`config.mk`:
```
export PLATFORM = sky130hd
export DESIGN_NAME = sr_latch_drive_ctrl
export DESIGN_NICKNAME = d
export VERILOG_FILES = /design/src/rtl/sr_latch_drive_ctrl.sv
export SDC_FILE = /design/constraint.sdc
export NUM_CORES = 1
export LEC_CHECK = 0
export CAP_MARGIN = 30
export CORE_MARGIN = 4
export CORE_UTILIZATION = 45
export CTS_CLUSTER_DIAMETER = 200
export DETAILED_ROUTE_END_ITERATION = 6
export GPL_ROUTABILITY_DRIVEN = 0
export GPL_TIMING_DRIVEN = 1
export PLACE_DENSITY = 0.7
export SLEW_MARGIN = 5
export SYNTH_ARGS = -nofsm -noshare
export SYNTH_HDL_FRONTEND = slang
export SYNTH_SLANG_ARGS = --single-unit
```
`constraint.sdc`:
```
create_clock -name clk -period 2.26 [get_ports clk]
set_input_delay 0.339 -clock clk [delete_from_list [all_inputs] [get_ports clk]]
set_output_delay 0.339 -clock clk [all_outputs]
set_load 0.01 [all_outputs]
```
`src/rtl/sr_latch_drive_ctrl.sv`:
```
// Drive controller for a gated SR latch: sequences each write as setup -> enable pulse -> hold,
// then checks the latch q feedback against the expected state. All outputs are registered.
module sr_latch_drive_ctrl #(
   parameter int SETUP_CYC = 1,
   parameter int PULSE_CYC = 2,
   parameter int HOLD_CYC  = 1
) (
   input  logic       clk,
   input  logic       rst,
   input  logic       req_valid,
   input  logic [1:0] req_op,
   output logic       req_ready,
   output logic       s,
   output logic       r,
   output logic       e,
   input  logic       q_in,
   output logic       q_exp,
   output logic       done,
   output logic       err
);

   localparam int SetupEff = (SETUP_CYC < 1) ? 1 : SETUP_CYC;
   localparam int PulseEff = (PULSE_CYC < 1) ? 1 : PULSE_CYC;
   localparam int HoldEff  = (HOLD_CYC  < 1) ? 1 : HOLD_CYC;
   localparam int MaxSP    = (SetupEff > PulseEff) ? SetupEff : PulseEff;
   localparam int MaxCyc   = (MaxSP > HoldEff) ? MaxSP : HoldEff;
   localparam int CntW     = $clog2(MaxCyc + 1);

   typedef enum logic [1:0] {
      OP_NOP    = 2'b00,
      OP_RESET  = 2'b01,
      OP_SET    = 2'b10,
      OP_TOGGLE = 2'b11
   } op_t;

   typedef enum logic [2:0] {
      IDLE,
      SETUP,
      ENABLE,
      HOLD,
      CHECK
   } state_t;

   state_t            state;
   logic [CntW-1:0]   cnt;
   logic              target;
   logic              nextTarget;
   logic              accept;

   // req_ready is registered and only ever high in IDLE, so it doubles as the idle flag.
   assign accept = req_valid & req_ready;

   always_comb begin
      nextTarget = 1'b0;
      case (op_t'(req_op))
         OP_SET:    nextTarget = 1'b1;
         OP_TOGGLE: nextTarget = ~q_exp;
         default:   nextTarget = 1'b0;
      endcase
   end

   // NOTE: all state and outputs use non-blocking assignments so every register
   // samples pre-edge values; blocking here would create order-dependent races.
   always_ff @(posedge clk or posedge rst) begin
      if (rst) begin
         state     <= IDLE;
         cnt       <= '0;
         target    <= 1'b0;
         s         <= 1'b0;
         r         <= 1'b0;
         e         <= 1'b0;
         q_exp     <= 1'b0;
         done      <= 1'b0;
         err       <= 1'b0;
         req_ready <= 1'b1;
      end else begin
         done <= 1'b0;
         case (state)
            IDLE: begin
               if (accept) begin
                  if (op_t'(req_op) == OP_NOP) begin
                     done <= 1'b1;
                  end else begin
                     target    <= nextTarget;
                     s         <= nextTarget;
                     r         <= ~nextTarget;
                     cnt       <= CntW'(SetupEff - 1);
                     req_ready <= 1'b0;
                     state     <= SETUP;
                  end
               end
            end
            SETUP: begin
               if (cnt == '0) begin
                  e     <= 1'b1;
                  cnt   <= CntW'(PulseEff - 1);
                  state <= ENABLE;
               end else begin
                  cnt <= cnt - 1'b1;
               end
            end
            ENABLE: begin
               if (cnt == '0) begin
                  e     <= 1'b0;
                  cnt   <= CntW'(HoldEff - 1);
                  state <= HOLD;
               end else begin
                  cnt <= cnt - 1'b1;
               end
            end
            HOLD: begin
               if (cnt == '0) begin
                  s     <= 1'b0;
                  r     <= 1'b0;
                  state <= CHECK;
               end else begin
                  cnt <= cnt - 1'b1;
               end
            end
            CHECK: begin
               // An unknown q_in compares as a mismatch.
               q_exp     <= target;
               err       <= err | (q_in !== target);
               done      <= 1'b1;
               req_ready <= 1'b1;
               state     <= IDLE;
            end
            default: begin
               s         <= 1'b0;
               r         <= 1'b0;
               e         <= 1'b0;
               req_ready <= 1'b1;
               state     <= IDLE;
            end
         endcase
      end
   end

endmodule
```
# After elaboration in Yosys (flattened, before gate mapping)
# Index checks and enable logic that the tools add are counted.
# word_totals
out_inout_bits	7
inputBits	6
reg_bits	13
# classes
n_eq_ne	13
n_reduce_logical	13
n_mux	28
n_bitwise	8
addsub	1
# op_table
op	n
$mux W3	5
$ne A2 B2 Y1 const B	6
$pmux W3 S4	1
$mux W1	10
$mux W2	5
$pmux W1 S3	3
$reduce_and A3 Y1	3
$reduce_or A3 Y1	3
$pmux W2 S4	1
$reduce_and A4 Y1	2
$eq A3 B2 Y1 const B	2
$not A1 Y1	6
$pmux W1 S2	3
$reduce_and A5 Y1	1
$eq A2 B2 Y1 const B	2
$logic_not A2 Y1	2
$reduce_bool A4 Y1	1
$eq A3 B1 Y1 const B	1
$eq A3 B3 Y1 const B	1
$logic_not A3 Y1	1
$sub A2 B1 Y2 const B	1
$and A1 B1 Y1	1
$nex A1 B1 Y1	1
$or A1 B1 Y1	1

# Longest topological paths before layout
# Gate-level depths: netlist of the first run.
# depth
depth_word	6
depth_mapped	6

# Worst setup path after synthesis of the first run
# OpenSTA, ideal clock, no wires.
# synth_path
path_type	flip-flop to flip-flop
startpoint	register req_ready
endpoint	register target
required_time_ps	2133
setup_ps	127
stages_incl_launch_ff	4
synth_period_minus_slack_ps	1557
setup_slack_ps	703
n_path_buf	0
arrival_ps	1430
cell_sequence	dfstp_2 > o211ai_2 > or4_4 > mux2_1
# synth_via
elab_chain_cells	2
# synth_rtl
item	line	rtl
from (decl)	12	output logic req_ready,
from (signal assigned)	75	req_ready <= 1'b1;
from (signal assigned)	88	req_ready <= 1'b0;
from (signal assigned)	125	req_ready <= 1'b1;
$and A1 B1 Y1	51	assign accept = req_valid & req_ready;
$reduce_and A3 Y1 (no line)	--	
to (signal assigned)	84	target <= nextTarget;
to (decl)	46	logic target;
# No other way between the ends.
# A chain may end at the register's enable or synchronous reset.

# Worst setup path in the final report of the first run
# layout_path
startpoint	register req_ready
endpoint	output port req_ready
# No word-level cell between the ends.

==> impl_metrics.json, run 1 <==
{
  "clkLatencyLatePin_ps": 280,
  "layout.nets": 89,
  "cts-root-buf": "clkbuf_4",
  "start_util_pct": 50.3,
  "ys_seq_elements": 13,
  "core_sq_mm": 0.00138,
  "drc_errors": 0,
  "yosys-top-cells-area": "dfrtp_1, ha_1, dfstp_2",
  "cts_hold_buf": 0,
  "max_stage_delay_ps": 570,
  "cp_data_required_time_ps": 1920,
  "synth_nets": 76,
  "cp.arrival_ps": 1390,
  "fin_area_sq_um": 845,
  "ios": 13,
  "seq_area_sq_um": 327,
  "crit_type": "flip-flop to primary output",
  "yosysSeqAreaShare_pct": 46.9,
  "tightest_slew_ps": 481,
  "cp_slowest_cell": "dfstp_2",
  "grt_util_all_layers_pct": 14.1,
  "vias": 512,
  "grt_pass1_vias": 501,
  "skew_ps": 5.42,
  "path_buf_inv": 1,
  "clk_pin_slew_ps": 80,
  "synth.largest_area_cell": "dfrtp_1",
  "cp-start-kind": "flip-flop",
  "critPathTopFamily": "flip-flops",
  "clock_sink_count": 13,
  "cap_violations": 0,
  "slew_viol_final": 0,
  "setup_viol": 0,
  "tns_ps": 0,
  "hold_viol": 0,
  "dpl.cell_count": 90,
  "die_w_um": 47.3,
  "timing.rr.start": "cnt[0]",
  "startpoint": "req_ready",
  "slew_headroom_pct": 67.9,
  "synth_cell_type_count": 31,
  "synth_area_per_cell_sq_um": 10.4,
  "antenna_cells": 0,
  "ys_warn_count": 0,
  "grt_max_degree": 16,
  "tritoncts": "done",
  "post_cts_buffers": 0,
  "dr.pass1.iters": 4,
  "cts-htree-levels": 1,
  "cts_resized": 0,
  "crit_chain": "clkdlybuf4s50_1",
  "rows": 13,
  "placed_cell_area_sq_um": 818,
  "status": "completed",
  "grt_pass1_wl_um": 2160,
  "end_kind": "primary output",
  "synth_top_area_share_pct": 43.2,
  "min_path_type": "input pin to asynchronous set/reset pin",
  "p_leak_nw": 0.399,
  "fp.dieArea_sq_mm": 0.00224,
  "antenna_found_initial": 0,
  "nFillCells": 124,
  "p_per_area_mw_per_mm2": 472,
  "worstPathMaxFanout": 4,
  "synthesis.area_sq_um": 696,
  "grt.overflow.total": 0,
  "area_growth_pct": 21.4,
  "rsz0062_at_grt": "no",
  "cts_made_buffers": 3,
  "drive_gt1_share_pct": 10.1,
  "syn_inst": 67,
  "ant_nets": 0,
  "vdd_drop_max_v": 0.000387,
  "layoutNonFillerInstCount": 94,
  "detail_route.wl_per_cell_um": 13.7,
  "timing.final.crit_period_ps": 1730,
  "multiInputGateArea_sq_um": 334,
  "final.period_utilization_pct": 76.7,
  "total_power_mw": 0.398,
  "wl_um": 1290,
  "fmax_mhz": 577,
  "drt_iter0_drc": 4,
  "portBuffers": 12,
  "clock_path_buffers": 2,
  "viasPerCell": 5.45,
  "timing.hold.ws_ps": 365,
  "hpwl_um": 918,
  "die_y_um": 47.3
}
## placed cells by master (no fill, tap or decap), types with 3 or more instances in the layout
cell             synthesis  final
dfrtp_1                 12     12
inv_1                    5      5
ha_1                     3      3
o21ai_0                  3      3
clkbuf_4                 0      3
clkdlybuf4s50_1          0     12
a21oi_1                  4      4
nor2_1                   5      5
and3b_1                  3      3
## path summary, 6_finish.rpt
path	slack [ps]	depth (start not counted)	endpoint
max in group asynchronous	1540	2	req_ready
worst min register to register	480	1	err
worst max-delay path	530	1	req_ready
worst max register to register	640	5	s
min in group clk	480	1	err
worst min-delay path	370	2	r
## metrics by stage
| step | utilization [%] | setup slack (ps) |
|---|---|---|
| 6_report | 61.1 | 526 |
| 2_1_floorplan | - | 703 |
| 3_5_place_dp | 59.2 | 361 |
| 3_3_place_gp | 59.2 | 388 |
| 4_1_cts | 61.1 | 520 |
| 5_1_grt | 61.1 | 475 |
## cell families (layout without fill, tap and decap cells)
kind of cell	count (synthesis)	count (layout)	synth area share, %
fa+ha+maj	3	3	5.40
flops	13	13	46.9
buf+inv	9	21	5.04
compound gates	17	17	17.4
xor+xnor	2	2	2.52
simple gates	18	18	14.9
mux	5	5	7.73
## state kept, by name, indices dropped and copies added, names as in the netlist
signal,flops
s,1
r,1
done,1
err,1
cnt,2
q_exp,1
req_ready,1
state,3
e,1
target,1
## final cells by class
type | instances | area share, %
Sequential cell | 13 | 38.7
Tap cell | 15 | 2.22
Multi-Input combinational cell | 45 | 39.6
Timing Repair Buffer | 12 | 14.2
Inverter | 5 | 2.22
Clock buffer | 4 | 3.11
## power breakdown
part / internal, mW / switching, mW / total, mW
combinational: 0.0110 / 0.00899 / 0.0200
sequential: 0.233 / 0.000386 / 0.234
clock: 0.0686 / 0.0759 / 0.145
## cells in the mapped netlist (all sizes together)
cell type  instances
a211o              2
a21boi             1
a21oi              4
a22o               1
a31oi              1
and3               2
and3b              3
buf                1
clkbuf             3
dfrtp             12
dfstp              1
ha                 3
inv                5
mux2               3
mux2i              2
nand2              2
nand2b             2
nand3              2
nor2               5
nor3               1
o211ai             1
o21ai              3
o21bai             1
o2bb2ai            1
o311ai             1
o31ai              1
or4                1
xnor2              1
xor2               1
## per-layer routing
metal	vias up	wire length, um	track usage (%)
li1	263	-	-
met3	2	63	5.75
met2	13	554	20.3
met5	-	0	0
met1	234	660	18.8
met4	0	12	4.97
No activity file was read; power rests on OpenSTA's default activity.
==> run 2: changes to the inputs <==
--- a/config.mk
+++ b/config.mk
@@ -7,12 +7,12 @@
 export LEC_CHECK = 0
 export CAP_MARGIN = 30
 export CORE_MARGIN = 4
-export CORE_UTILIZATION = 45
+export CORE_UTILIZATION = 44
 export CTS_CLUSTER_DIAMETER = 200
 export DETAILED_ROUTE_END_ITERATION = 6
 export GPL_ROUTABILITY_DRIVEN = 0
 export GPL_TIMING_DRIVEN = 1
-export PLACE_DENSITY = 0.7
+export PLACE_DENSITY = 0.72
 export SLEW_MARGIN = 5
 export SYNTH_ARGS = -nofsm -noshare
 export SYNTH_HDL_FRONTEND = slang
==> constraint.sdc (replaced) <==
create_clock -name clk -period 1.5 [get_ports clk]
set_input_delay 0.225 -clock clk [delete_from_list [all_inputs] [get_ports clk]]
set_output_delay 0.225 -clock clk [all_outputs]
set_load 0.01 [all_outputs]
==> run 2 against run 1 <==
The run now ends with negative setup slack left; via count grew 8.6%; global-route usage rose by 2.9 points; sequential share of layout area shrank 4.1 points; cell count up 14%; largest cell class unchanged; largest power group unchanged.
==> impl_metrics.json, run 2 (synthesis gave the netlist of run 1 again) <==
{
  "fin_area_sq_um": 945,
  "cap_violations": 0,
  "drive_gt1_share_pct": 25.3,
  "timing.hold.ws_ps": 256,
  "cp-start-kind": "flip-flop",
  "start_util_pct": 46.2,
  "drt_iter0_drc": 2,
  "detail_route.wl_per_cell_um": 13.9,
  "slew_headroom_pct": 67.5,
  "clock_sink_count": 13,
  "cts-root-buf": "clkbuf_4",
  "timing.final.crit_period_ps": 1520,
  "wl_um": 1490,
  "layout.nets": 101,
  "post_cts_buffers": 0,
  "setup_viol": 2,
  "worstPathMaxFanout": 3,
  "ant_nets": 0,
  "crit_type": "flip-flop to flip-flop",
  "min_path_type": "input pin to asynchronous set/reset pin",
  "fin_util_pct": 62.7,
  "grt_util_all_layers_pct": 17.0,
  "antenna_cells": 0,
  "die_w_um": 47.8,
  "ios": 13,
  "fmax_mhz": 660,
  "skew_ps": 0.747,
  "tns_ps": -23.3,
  "final.period_utilization_pct": 101,
  "pwr-share-clk_pct": 36.1,
  "fin_ws_ps": -15.2,
  "cts_made_buffers": 3,
  "comb_power_share_pct": 5.8,
  "p_per_area_mw_per_mm2": 641,
  "cts_hold_buf": 0,
  "hpwl_um": 1110,
  "grt_pass1_vias": 572,
  "grt_pass1_wl_um": 2540,
  "status": "finished, violations left",
  "end_kind": "flip-flop",
  "cts-htree-levels": 1,
  "cp_data_required_time_ps": 1670,
  "core_sq_mm": 0.00151,
  "clock_path_buffers": 2,
  "reg_top3": "state x3, cnt x2",
  "grt_max_degree": 15,
  "fp.dieArea_sq_mm": 0.00228,
  "grt.overflow.total": 0,
  "placed_cell_area_sq_um": 912,
  "clkLatencyLatePin_ps": 280,
  "max_stage_delay_ps": 540,
  "power.switching_mw": 0.131,
  "slew_viol_final": 0,
  "dr.pass1.iters": 2,
  "vias": 556,
  "die_y_um": 47.8,
  "critPathTopFamily": "flip-flops",
  "cp_slowest_cell": "dfstp_2",
  "top_register": "state",
  "area_growth_pct": 35.8,
  "rsz0062_at_grt": "yes",
  "drc_errors": 0,
  "final_cell_mix": "dfrtp_1, buf_4, clkdlybuf4s50_1",
  "p_leak_nw": 0.468,
  "cp.arrival_ps": 1680,
  "rows": 14,
  "cts_resized": 3,
  "internal_power_mw": 0.475,
  "nFillCells": 132,
  "clk_pin_slew_ps": 80,
  "largest_register_ffs": 3,
  "p_sw_share_pct": 21.6,
  "portBuffers": 12,
  "antenna_found_initial": 0,
  "crit_chain": "o211ai_2 > or4_4 > mux2_4",
  "tritoncts": "done",
  "path_buf_inv": 0,
  "violations": "negative setup slack",
  "hold_viol": 0,
  "tightest_slew_ps": 487,
  "vdd_drop_max_v": 0.000535,
  "power_frac_seq_pct": 58.2,
  "viasPerCell": 5.20
}
==> run 2: cell types whose count changed in the layout (fill, tap and decap cells not counted) <==
cell / previous run / this run
buf_4: 0 / 12
mux2_1: 2 / 0
mux2_4: 0 / 2
clkdlybuf4s50_1: 12 / 11
dlygate4sd2_1: 0 / 1
ha_1: 3 / 2
ha_2: 0 / 1
==> run 2: power by group through the flow <==
stage | registers, mW | clock network [mW] | logic, mW
2_1_floorplan | 0.360 | 0 | 0.00946
3_3_place_gp | 0.359 | 0 | 0.0345
3_5_place_dp | 0.359 | 0 | 0.0356
4_1_cts | 0.352 | 0.224 | 0.0358
5_1_grt | 0.352 | 0.244 | 0.0387
6_report | 0.352 | 0.218 | 0.0350
==> run 2: worst register-to-register path, cell delays in order, from the launching register on <==
cell and delay (ps):
dfstp_2 540, o211ai_2 90, or4_4 460, mux2_4 320
==> run 2: per-stage QoR <==
stage	worst slack (ps)	total power, mW	cells
after CTS	-12.4	0.612	107
after global placement	-194	0.394	103
after floorplan	-46.1	0.369	67
after global routing	-42.9	0.635	107
final	-15.2	0.606	107
after detailed placement	-250	0.395	103
==> run 2: per-layer routing <==
metal / share of wire, % / GRT usage (%) / up-vias
met3: 3.9 / 7.14 / 5
li1: - / - / 284
met2: 49 / 26.6 / 7
met1: 44 / 19.5 / 260
met5: 0 / 0 / -
met4: 2.4 / 9.14 / 0
==> run 2: final timing paths <==
kind,startpoint,slack (ps),cells past startpoint,end
max reg2reg,req_ready,-20,3,target
min,rst,260,2,s
max in group asynchronous,rst,890,2,req_ready
min reg2reg,err,480,1,err
min in group clk,err,480,1,err
max,req_ready,-20,3,target
==> run 2: area by class of cell <==
class / instances / area [sq um] / share of cell area, %
clock buffer: 4 / 26.3 / 2.78
inverter: 5 / 18.8 / 1.99
multi-input combinational: 45 / 344 / 36.4
sequential: 13 / 327 / 34.6
tap: 16 / 20.0 / 2.12
timing repair buffer: 24 / 209 / 22.1
